### src/rtl/uart_tx_arbiter.sv
// ---------------------------------------------------------------------------
// uart_tx_arbiter
//
// Shares one UART transmitter between two byte sources:
//   requester 0 : CPU store path
//   requester 1 : debug / trace source
// Arbitration is round-robin with a per-packet lock: once a requester has a
// byte accepted with last=0 it keeps the transmitter until it sends a byte
// with last=1 or leaves valid low for LOCK_TIMEOUT idle cycles. Each byte is
// serialised against the UART tx_busy handshake.
//
// Optional feature: define ARB_STATS_EN to add saturating statistics
// outputs (stat_bytes0, stat_bytes1, stat_timeouts).
//
// Parameters
//   LOCK_TIMEOUT  idle cycles a locked requester may keep valid low (>=2)
//   START_GUARD   cycles to wait for tx_busy to rise after tx_we (>=1)
//
// Ports
//   clk, rst                  clock, synchronous active-high reset
//   req0_data/valid/last      requester 0 byte stream (valid held until ready)
//   req0_ready                requester 0 byte accepted this cycle
//   req1_data/valid/last      requester 1 byte stream
//   req1_ready                requester 1 byte accepted this cycle
//   tx_data                   byte to UART, stable from tx_we until IDLE
//   tx_we                     one-cycle write pulse per byte
//   tx_busy                   UART busy input
//   grant_id                  owner of the packet lock (valid with lock_active)
//   lock_active               a requester holds the packet lock
//   stat_bytes0/1             accepted bytes per requester   (ARB_STATS_EN)
//   stat_timeouts             lock timeouts                  (ARB_STATS_EN)
// ---------------------------------------------------------------------------
module uart_tx_arbiter #(
    parameter int LOCK_TIMEOUT = 256,
    parameter int START_GUARD  = 4
) (
    input  logic       clk,
    input  logic       rst,
    input  logic [7:0] req0_data,
    input  logic       req0_valid,
    input  logic       req0_last,
    output logic       req0_ready,
    input  logic [7:0] req1_data,
    input  logic       req1_valid,
    input  logic       req1_last,
    output logic       req1_ready,
    output logic [7:0] tx_data,
    output logic       tx_we,
    input  logic       tx_busy,
    output logic       grant_id,
    output logic       lock_active
`ifdef ARB_STATS_EN
    ,
    output logic [15:0] stat_bytes0,
    output logic [15:0] stat_bytes1,
    output logic [7:0]  stat_timeouts
`endif
);

    localparam int TW = $clog2(LOCK_TIMEOUT + 1);
    localparam int GW = $clog2(START_GUARD + 1);

    typedef enum logic [2:0] {
        S_IDLE,
        S_LOAD,
        S_PULSE,
        S_WAIT_START,
        S_WAIT_DONE
    } state_t;

    state_t        state;
    logic          rr;
    logic [TW-1:0] lock_cnt;
    logic [GW-1:0] guard_cnt;

    logic          sel;
    logic          sel_valid;
    logic          sel_last;
    logic [7:0]    sel_data;
    logic          owner_valid;
    logic          accept;
    logic          timeout_hit;

    // While locked only the owner is considered; otherwise a lone valid
    // requester wins, and contention is resolved by the round-robin pointer.
    always_comb begin
        sel       = 1'b0;
        sel_valid = 1'b0;
        if (lock_active) begin
            sel       = grant_id;
            sel_valid = grant_id ? req1_valid : req0_valid;
        end else if (req0_valid && req1_valid) begin
            sel       = rr;
            sel_valid = 1'b1;
        end else if (req0_valid) begin
            sel       = 1'b0;
            sel_valid = 1'b1;
        end else if (req1_valid) begin
            sel       = 1'b1;
            sel_valid = 1'b1;
        end
    end

    assign sel_last    = sel ? req1_last : req0_last;
    assign sel_data    = sel ? req1_data : req0_data;
    assign owner_valid = grant_id ? req1_valid : req0_valid;

    // ready is combinational so that valid&&ready marks the transfer in the
    // same cycle; it is gated by rst so nothing is accepted during reset.
    assign accept     = (state == S_IDLE) && !tx_busy && !rst && sel_valid;
    assign req0_ready = accept && !sel;
    assign req1_ready = accept && sel;

    assign timeout_hit = (state == S_IDLE) && lock_active && !owner_valid &&
                         (lock_cnt == TW'(LOCK_TIMEOUT - 1));

    // Byte sequencing FSM plus lock / round-robin bookkeeping. A timed-out
    // lock hands priority to the other requester, same as a finished packet.
    always_ff @(posedge clk) begin
        if (rst) begin
            state       <= S_IDLE;
            rr          <= 1'b0;
            lock_cnt    <= '0;
            guard_cnt   <= '0;
            tx_data     <= 8'h00;
            tx_we       <= 1'b0;
            grant_id    <= 1'b0;
            lock_active <= 1'b0;
        end else begin
            tx_we <= 1'b0;
            case (state)
                S_IDLE: begin
                    if (accept) begin
                        tx_data     <= sel_data;
                        grant_id    <= sel;
                        lock_active <= !sel_last;
                        if (sel_last) begin
                            rr <= ~sel;
                        end
                        lock_cnt <= '0;
                        state    <= S_LOAD;
                    end else if (timeout_hit) begin
                        lock_active <= 1'b0;
                        rr          <= ~grant_id;
                        lock_cnt    <= '0;
                    end else if (lock_active && !owner_valid) begin
                        lock_cnt <= lock_cnt + TW'(1);
                    end
                end
                S_LOAD: begin
                    tx_we <= 1'b1;
                    state <= S_PULSE;
                end
                S_PULSE: begin
                    guard_cnt <= '0;
                    state     <= S_WAIT_START;
                end
                S_WAIT_START: begin
                    if (tx_busy) begin
                        state <= S_WAIT_DONE;
                    end else if (guard_cnt == GW'(START_GUARD - 1)) begin
                        state <= S_IDLE;
                    end else begin
                        guard_cnt <= guard_cnt + GW'(1);
                    end
                end
                S_WAIT_DONE: begin
                    if (!tx_busy) begin
                        state <= S_IDLE;
                    end
                end
                default: state <= S_IDLE;
            endcase
        end
    end

`ifdef ARB_STATS_EN
    // Saturating per-requester byte counters and lock-timeout counter.
    always_ff @(posedge clk) begin
        if (rst) begin
            stat_bytes0   <= 16'h0000;
            stat_bytes1   <= 16'h0000;
            stat_timeouts <= 8'h00;
        end else begin
            if (req0_ready && stat_bytes0 != 16'hFFFF) begin
                stat_bytes0 <= stat_bytes0 + 16'h0001;
            end
            if (req1_ready && stat_bytes1 != 16'hFFFF) begin
                stat_bytes1 <= stat_bytes1 + 16'h0001;
            end
            if (timeout_hit && stat_timeouts != 8'hFF) begin
                stat_timeouts <= stat_timeouts + 8'h01;
            end
        end
    end
`endif

endmodule

### config.mk
export PLATFORM = sky130hd
export DESIGN_NAME = uart_tx_arbiter
export DESIGN_NICKNAME = d
export VERILOG_FILES = /design/src/rtl/uart_tx_arbiter.sv
export SDC_FILE = /design/constraint.sdc
export NUM_CORES = 1
export LEC_CHECK = 0
export CORE_AREA = 2 2 77 79
export DETAILED_ROUTE_END_ITERATION = 8
export DIE_AREA = 0 0 79 81
export GPL_ROUTABILITY_DRIVEN = 0
export HOLD_SLACK_MARGIN = 0.1
export SYNTH_ARGS = -nofsm -noshare
export SYNTH_HDL_FRONTEND = slang
export SYNTH_SLANG_ARGS = --single-unit
### constraint.sdc
create_clock -name clk -period 2.8 [get_ports clk]
set_input_delay 0.56 -clock clk [delete_from_list [all_inputs] [get_ports clk]]
set_output_delay 0.56 -clock clk [all_outputs]
set_load 0.02 [all_outputs]
==> insert_results.sql, run 1 <==
INSERT INTO impl_metrics (metric_group, metric, value, unit) VALUES
('placed_design', 'placement.io_buffers', '35', ''),
('critical_path', 'critical_path_buf_inv_count', '2', ''),
('cells_and_area', 'final_cell_area', '1940', 'um2'),
('cells_and_area', 'fraction_of_final_layout_cells_sized_beyond_drive_strength_1', '15.5', '%'),
('placed_design', 'dpl-instance-area', '1890', 'um2'),
('floorplan', 'floorplan.core_area', '5680', 'um2'),
('yosys', 'ys_seq_elements', '27', ''),
('timing', 'skew', '0.00595', 'ns'),
('floorplan', 'rows', '28', ''),
('cells_and_area', 'final_core_utilization', '34.3', '%'),
('power', 'leakage', '0.000722', 'uW'),
('critical_path', 'cpLargestDelayFamily', 'simple AND/OR/NAND/NOR gates', ''),
('timing', 'worst_slew_pin_tran', '0.340', 'ns'),
('detailed_routing', 'drt_wl_total', '3070', 'um'),
('power', 'pwr_density_cell', '539', 'nW/um2'),
('clock_network', 'clock_tree_from_tritoncts', 'built', ''),
('critical_path', 'critical_path.cell_chain', 'dlygate4sd2_1 > or4_4 > or3_4 > a21o_1 > nor2_2 > buf_6', ''),
('floorplan', 'initial_core_util', '24.0', '%'),
('yosys', 'synthesized_area_divided_by_synthesized_cell_count', '8.90', 'um2'),
('cells_and_area', 'area.growth.synth_to_final', '42.8', '%'),
('timing', 'final.period_utilization', '98.2', '%'),
('critical_path', 'worst-endpoint-arrival', '2.19', 'ns'),
('yosys', 'synthesis.area', '1360', 'um2'),
('critical_path', 'criticalPathCategory', 'in -> out', ''),
('yosys', 'synth-async-reset-ratio', '0', '%'),
('global_route', 'grt_pass1_vias', '1173', ''),
('detailed_routing', 'post_drt_wl_per_cell', '11.2', 'um'),
('detailed_routing', 'dr_iter_0_viols', '74', ''),
('job', 'cap_viol_max_count', '0', ''),
('detailed_routing', 'viasPerCell', '4.55', ''),
('critical_path', 'endpoint_kind', 'output pin', ''),
('floorplan', 'die_h', '81', 'um'),
('critical_path', 'critical_path.max_fanout', '2', ''),
('timing', 'grt_setup_unrepaired', 'false', ''),
('status', 'run_status', 'completed', ''),
('yosys', 'synth-main-ff-cell', 'sky130_fd_sc_hd__dfxtp_1', ''),
('clock_network', 'postCtsHoldBufs', '0', ''),
('clock_network', 'cts.path.max_buffers', '2', ''),
('timing', 'min_period', '2.75', 'ns'),
('timing', 'final_hold_vio_count', '0', ''),
('critical_path', 'cp.required', '2.24', 'ns'),
('clock_network', 'numCtsBuffers', '3', ''),
('detailed_routing', 'via_count', '1252', ''),
('timing', 'tns', '0', 'ns'),
('critical_path', 'cpMaxStageDelayCell', 'sky130_fd_sc_hd__or4_4', ''),
('placed_design', 'place_hpwl', '2290', 'um'),
('yosys', 'synth_enable_flop_cells', '0', ''),
('detailed_routing', 'postRouteAntennaNets', '0', ''),
('floorplan', 'die_w', '79', 'um'),
('clock_network', 'clkTransAtPathRegs', '0.09', 'ns'),
('global_route', 'grtUsageTotal', '10.2', '%'),
('clock_network', 'root_buffer', 'sky130_fd_sc_hd__clkbuf_8', ''),
('clock_network', 'cts_num_sinks', '27', ''),
('global_route', 'gr-total-overflow', '0', ''),
('timing', 'setup-violations-final', '0', ''),
('timing', 'slew_violations', '0', ''),
('floorplan', 'dieArea', '6400', 'um2'),
('cells_and_area', 'finalNetCount', '227', ''),
('global_route', 'grt_start_max_net_pins', '22', ''),
('timing', 'slew_headroom', '76.7', '%'),
('yosys', 'syn-instance-count', '153', ''),
('yosys', 'seq_area_frac_synth', '39.7', '%'),
('cells_and_area', 'ant_diodes', '0', ''),
('hold_path', 'hold_path_class', 'reg -> reg', ''),
('power', 'ir_drop', '217', 'uV'),
('global_route', 'grt_antenna_before_repair', '0', ''),
('clock_network', 'clkLatencyLatePin', '0.28', 'ns'),
('timing', 'timing.fmax', '364', 'MHz'),
('floorplan', 'ioPinCount', '36', ''),
('critical_path', 'sort_of_element_at_the_start_of_the_critical_path', 'primary input', ''),
('critical_path', 'timing.critical_path.slowest_cell_delay', '0.53', 'ns'),
('global_route', 'grt_first_pass_wirelength', '5180', 'um'),
('yosys', 'synthesis.yosys.warnings', '0', ''),
('yosys', 'synth_nets', '179', ''),
('cells_and_area', 'fillCellCount', '614', ''),
('yosys', 'post_synth_num_cell_types', '41', ''),
('clock_network', 'cts.htree.levels', '1', ''),
('detailed_routing', 'detail_route.first_pass.iterations', '4', ''),
('detailed_routing', 'route.detailed.drc', '0', '');
==> path summary, 6_finish.rpt <==
kind	slack, ns	startpoint	depth (start not counted)	end
max	0.05	rst	6	req0_ready
min	0.45	lock_cnt[8]$_SDFFE_PP0P_	1	lock_cnt[8]$_SDFFE_PP0P_
max reg2reg	0.63	state[0]$_SDFFE_PP0P_	6	lock_cnt[5]$_SDFFE_PP0P_
min reg2reg	0.45	lock_cnt[8]$_SDFFE_PP0P_	1	lock_cnt[8]$_SDFFE_PP0P_
==> cells in the final DEF, fill, tap and decap left out, types with 3 or more instances in the layout <==
cell	count
sky130_fd_sc_hd__a22oi_1	3
sky130_fd_sc_hd__dfxtp_1	27
sky130_fd_sc_hd__a21oi_1	6
sky130_fd_sc_hd__ha_1	3
sky130_fd_sc_hd__nand3_1	5
sky130_fd_sc_hd__nand2_1	6
sky130_fd_sc_hd__a21o_1	3
sky130_fd_sc_hd__a211oi_1	8
sky130_fd_sc_hd__nor2_1	20
sky130_fd_sc_hd__clkbuf_8	3
sky130_fd_sc_hd__nand2b_1	3
sky130_fd_sc_hd__clkdlybuf4s50_1	32
sky130_fd_sc_hd__xnor2_1	4
sky130_fd_sc_hd__buf_4	17
sky130_fd_sc_hd__o21ai_0	4
sky130_fd_sc_hd__mux2i_1	12
sky130_fd_sc_hd__nor3_1	7
sky130_fd_sc_hd__inv_1	4
==> per-layer routing <==
| metal | vias to the layer above | global-route usage, % | wire length (um) |
|---|---|---|---|
| met5 | - | 0 | 0 |
| met3 | 5 | 1.22 | 71 |
| met4 | 0 | 5.69 | 74 |
| met1 | 572 | 11.8 | 1430 |
| met2 | 23 | 18.3 | 1500 |
| li1 | 652 | - | - |
==> worst reg2reg max path: stages (launching register included) <==
cell and delay [ns]:
sky130_fd_sc_hd__dfxtp_1 0.32, sky130_fd_sc_hd__or4_4 0.55, sky130_fd_sc_hd__or3_4 0.40, sky130_fd_sc_hd__buf_4 0.16, sky130_fd_sc_hd__and2_4 0.16, sky130_fd_sc_hd__o311a_1 0.32, sky130_fd_sc_hd__o21a_1 0.18
==> final cells by class <==
type                            instances  area (um2)  share of cell area, %
Multi-Input combinational cell        113         776                   39.9
Sequential cell                        27         541                   27.8
Timing Repair Buffer                   52         473                   24.3
Tap cell                               75        93.8                   4.83
Clock buffer                            3        41.3                   2.12
Inverter                                4        15.0                  0.772
Clock inverter                          1        5.00                  0.257
==> state kept, by name, indices dropped and copies added (netlist names) <==
signal and flops:
grant_id 1, tx_we 1, rr 1, tx_data 8, lock_cnt 9, state 3
lock_active 1, guard_cnt 3
==> cells in the mapped netlist (2+ instances only) <==
master                     instances  share of area [%]
sky130_fd_sc_hd__dfxtp_1          27                 40
sky130_fd_sc_hd__nand3_1           5                1.8
sky130_fd_sc_hd__a211oi_1          8                4.4
sky130_fd_sc_hd__o21ai_0           4                1.5
sky130_fd_sc_hd__a22oi_1           3                1.7
sky130_fd_sc_hd__a21oi_1           6                2.2
sky130_fd_sc_hd__o311a_1           2                1.5
sky130_fd_sc_hd__xnor2_1           4                2.6
sky130_fd_sc_hd__clkbuf_1          4                1.1
sky130_fd_sc_hd__buf_6             2                1.7
sky130_fd_sc_hd__ha_1              3                2.8
sky130_fd_sc_hd__a21boi_1          2                1.1
sky130_fd_sc_hd__a21o_1            3                1.7
sky130_fd_sc_hd__or2_2             2               0.92
sky130_fd_sc_hd__nand2_1           6                1.7
sky130_fd_sc_hd__mux2i_1          12                8.8
sky130_fd_sc_hd__inv_1             4                1.1
sky130_fd_sc_hd__nor4_1            2               0.92
sky130_fd_sc_hd__or3_1             2               0.92
sky130_fd_sc_hd__nor2_1           21                5.8
sky130_fd_sc_hd__nor3_1            7                2.6
sky130_fd_sc_hd__nand2b_1          3                1.4
sky130_fd_sc_hd__buf_1             2               0.55
sky130_fd_sc_hd__a22o_1            2                1.3
==> repair_timing <==
action | in CTS | in global routing
buffers inserted | 1 | 0
resized for setup | 14 | 0
setup endpoints to repair | 2 | 0
==> per-stage QoR <==
step / std cells / worst slack [ns] / hold WS, ns / total power [uW]
after detailed placement: 270 / -0.540 / 0.436 / 832
after CTS: 275 / 0.0574 / 0.450 / 1060
after global placement: 270 / -0.531 / 0.432 / 830
after floorplan: 153 / 0.240 / 0.424 / 678
final: 275 / 0.0508 / 0.446 / 1050
after global routing: 275 / 0.00477 / 0.464 / 1120
==> cell families (layout without fill, tap and decap cells) <==
| group | Yosys count | after routing | synth area share [%] |
|---|---|---|---|
| xor+xnor | 5 | 5 | 3.22 |
| compound gates | 36 | 36 | 19.4 |
| buf+inv | 13 | 60 | 4.78 |
| fa+ha+maj | 3 | 3 | 2.76 |
| mux | 12 | 12 | 8.82 |
| flops | 27 | 27 | 39.7 |
| simple gates | 57 | 57 | 21.3 |
==> report_power, final <==
part / total (uW) / switching, uW / internal (uW)
registers: 447 / 23.5 / 424
logic: 379 / 189 / 190
clock network: 221 / 121 / 99.9
total: 1050 / 334 / 714
Note: power is estimated with default switching activity, not from simulation.
==> run 2: changes to the inputs <==
SLEW_MARGIN = 5   (was default)
==> results of run 2 <==
No change in the layout: final DEF, timing and power equal those of run 1.
==> run 3: changes to the inputs <==
clock period = 2.93 ns   (was 2.8 ns; I/O delays follow)
==> run 3 against run 2 <==
Net effect:
- critical path depth unchanged
- final cell count decreased by 1.1%
- sequential power decreased by 4%
- first-iteration DRC count decreased by 51%
- critical path type unchanged
- largest cell class unchanged
==> insert_results.sql, run 3 (synthesis results as in run 1) <==
INSERT INTO impl_metrics (metric_group, metric, value, unit) VALUES
('detailed_routing', 'via_count', '1243', ''),
('critical_path', 'reg2reg_setup_slack', '0.78', 'ns'),
('detailed_routing', 'drt_wl_total', '3090', 'um'),
('timing', 'hold-worst-slack', '0.455', 'ns'),
('global_route', 'grt_antenna_before_repair', '0', ''),
('cells_and_area', 'largest_reg_flops', '9', ''),
('cells_and_area', 'final_cell_count_no_fill', '272', ''),
('timing', 'final_hold_vio_count', '0', ''),
('floorplan', 'die_w', '79', 'um'),
('cells_and_area', 'ant_diodes', '0', ''),
('detailed_routing', 'detail_route.first_pass.iterations', '6', ''),
('timing', 'slew_violations', '0', ''),
('placed_design', 'dpl-instance-area', '1870', 'um2'),
('power', 'leakage', '0.000704', 'uW'),
('floorplan', 'initial_core_util', '24.0', '%'),
('clock_network', 'cts.htree.levels', '1', ''),
('critical_path', 'cpMaxStageDelayCell', 'sky130_fd_sc_hd__or4_4', ''),
('global_route', 'grt_first_pass_wirelength', '5200', 'um'),
('floorplan', 'floorplan.core_area', '5680', 'um2'),
('timing', 'skew', '0.00490', 'ns'),
('status', 'run_status', 'completed', ''),
('timing', 'timing.fmax', '347', 'MHz'),
('critical_path', 'critical_path.max_fanout', '3', ''),
('timing', 'min_period', '2.89', 'ns'),
('floorplan', 'die_h', '81', 'um'),
('clock_network', 'cts_num_sinks', '27', ''),
('placed_design', 'place_hpwl', '2340', 'um'),
('cells_and_area', 'finalNetCount', '224', ''),
('critical_path', 'critical_path.cell_chain', 'clkdlybuf4s50_1 > or4_4 > or3_4 > a21o_1 > nor2_2 > buf_6', ''),
('detailed_routing', 'dr_iter_0_viols', '36', ''),
('global_route', 'grt_pass1_vias', '1184', ''),
('clock_network', 'postCtsHoldBufs', '0', ''),
('detailed_routing', 'route.detailed.drc', '0', ''),
('timing', 'slew_headroom', '71.4', '%'),
('detailed_routing', 'postRouteAntennaNets', '0', ''),
('critical_path', 'sort_of_element_at_the_start_of_the_critical_path', 'primary input', ''),
('cells_and_area', 'area.growth.synth_to_final', '41.2', '%'),
('critical_path', 'timing.critical_path.slowest_cell_delay', '0.43', 'ns'),
('clock_network', 'cts_resized', '9', ''),
('clock_network', 'cts.path.max_buffers', '2', ''),
('cells_and_area', 'top_regs', 'lock_cnt x9, tx_data x8', ''),
('cells_and_area', 'final_cell_area', '1920', 'um2'),
('job', 'cap_viol_max_count', '0', ''),
('floorplan', 'ioPinCount', '36', ''),
('cells_and_area', 'final_cell_mix', 'sky130_fd_sc_hd__clkdlybuf4s50_1, sky130_fd_sc_hd__dfxtp_1, sky130_fd_sc_hd__nor2_1, sky130_fd_sc_hd__buf_4, sky130_fd_sc_hd__mux2i_1', ''),
('detailed_routing', 'viasPerCell', '4.57', ''),
('power', 'ir_drop', '222', 'uV'),
('cells_and_area', 'fraction_of_final_layout_cells_sized_beyond_drive_strength_1', '13.7', '%'),
('critical_path', 'cp.required', '2.34', 'ns'),
('hold_path', 'hold_path_class', 'reg -> reg', ''),
('global_route', 'grtUsageTotal', '10.0', '%'),
('clock_network', 'clock_tree_from_tritoncts', 'built', ''),
('floorplan', 'rows', '28', ''),
('cells_and_area', 'reg_with_most_ffs', 'lock_cnt', ''),
('global_route', 'gr-total-overflow', '0', ''),
('detailed_routing', 'post_drt_wl_per_cell', '11.3', 'um'),
('timing', 'setup-violations-final', '0', ''),
('global_route', 'grt_start_max_net_pins', '22', ''),
('critical_path', 'criticalPathCategory', 'in -> out', ''),
('cells_and_area', 'layout_commonest_cell', 'sky130_fd_sc_hd__clkdlybuf4s50_1', ''),
('placed_design', 'placed_cells_incl_taps', '268', ''),
('placed_design', 'placement.io_buffers', '35', ''),
('timing', 'worst_slew_pin_tran', '0.425', 'ns'),
('clock_network', 'postCtsSetupBuffers', '0', ''),
('critical_path', 'worst-endpoint-arrival', '2.30', 'ns'),
('timing', 'final.period_utilization', '98.5', '%'),
('floorplan', 'dieArea', '6400', 'um2'),
('clock_network', 'root_buffer', 'sky130_fd_sc_hd__clkbuf_8', ''),
('clock_network', 'numCtsBuffers', '3', ''),
('power', 'pwr_density_cell', '519', 'nW/um2'),
('critical_path', 'endpoint_kind', 'output pin', ''),
('clock_network', 'clkTransAtPathRegs', '0.09', 'ns'),
('clock_network', 'clkLatencyLatePin', '0.27', 'ns');
==> run 3: cell types whose count changed in the layout (fill, tap and decap cells not counted), sizes merged <==
cell	before	now
buf	19	16
clkbuf	3	4
clkdlybuf4s50	32	33
clkinv	1	0
dlygate4sd2	1	0
==> run 3: through the flow <==
step           total power (uW)  setup slack (ns)  TNS [ns]  util [%]
4_1_cts                    1000            0.0117         0      33.7
2_1_floorplan               648             0.318         0         -
5_1_grt                    1060           -0.0119   -0.0119      33.9
3_3_place_gp                789            -0.452    -0.838      33.0
3_5_place_dp                789            -0.440    -0.836      33.0
6_report                    997            0.0442         0      33.9
==> run 3: final timing paths <==
| check | startpoint | end | cells past startpoint |
|---|---|---|---|
| worst max-delay path | rst | req0_ready | 6 |
| worst max register to register | state[0]$_SDFFE_PP0P_ | lock_cnt[5]$_SDFFE_PP0P_ | 6 |
| worst min-delay path | lock_cnt[8]$_SDFFE_PP0P_ | lock_cnt[8]$_SDFFE_PP0P_ | 1 |
| worst min register to register | lock_cnt[8]$_SDFFE_PP0P_ | lock_cnt[8]$_SDFFE_PP0P_ | 1 |
==> run 3: power by group <==
part | total, uW | internal [uW] | leakage [uW] | switching (uW)
Clock | 214 | 97.5 | 0.0000228 | 116
Combinational | 354 | 177 | 0.000462 | 177
Sequential | 429 | 405 | 0.000219 | 23.5
Total | 997 | 679 | 0.000704 | 317
==> run 3: cell type report <==
cell class / instances / area (um2)
Timing Repair Buffer: 49 / 452
Fill cell: 613 / 3750
Multi-Input combinational cell: 113 / 776
Sequential cell: 27 / 541
Inverter: 4 / 15.0
Clock buffer: 4 / 45.0
Tap cell: 75 / 93.8
==> run 3: worst max-delay path: cells and delay by family <==
family          cells  cell delay, ns
simple gates        3            0.96
compound gates      1            0.20
buf+inv             2            0.55
==> run 3: layer usage <==
layer	share of wire, %	vias up	global-route usage, %
met2	51	32	18.8
met3	3.1	2	1.22
met4	1.1	0	3.62
li1	-	640	-
met5	0	-	0
met1	44	569	11.6
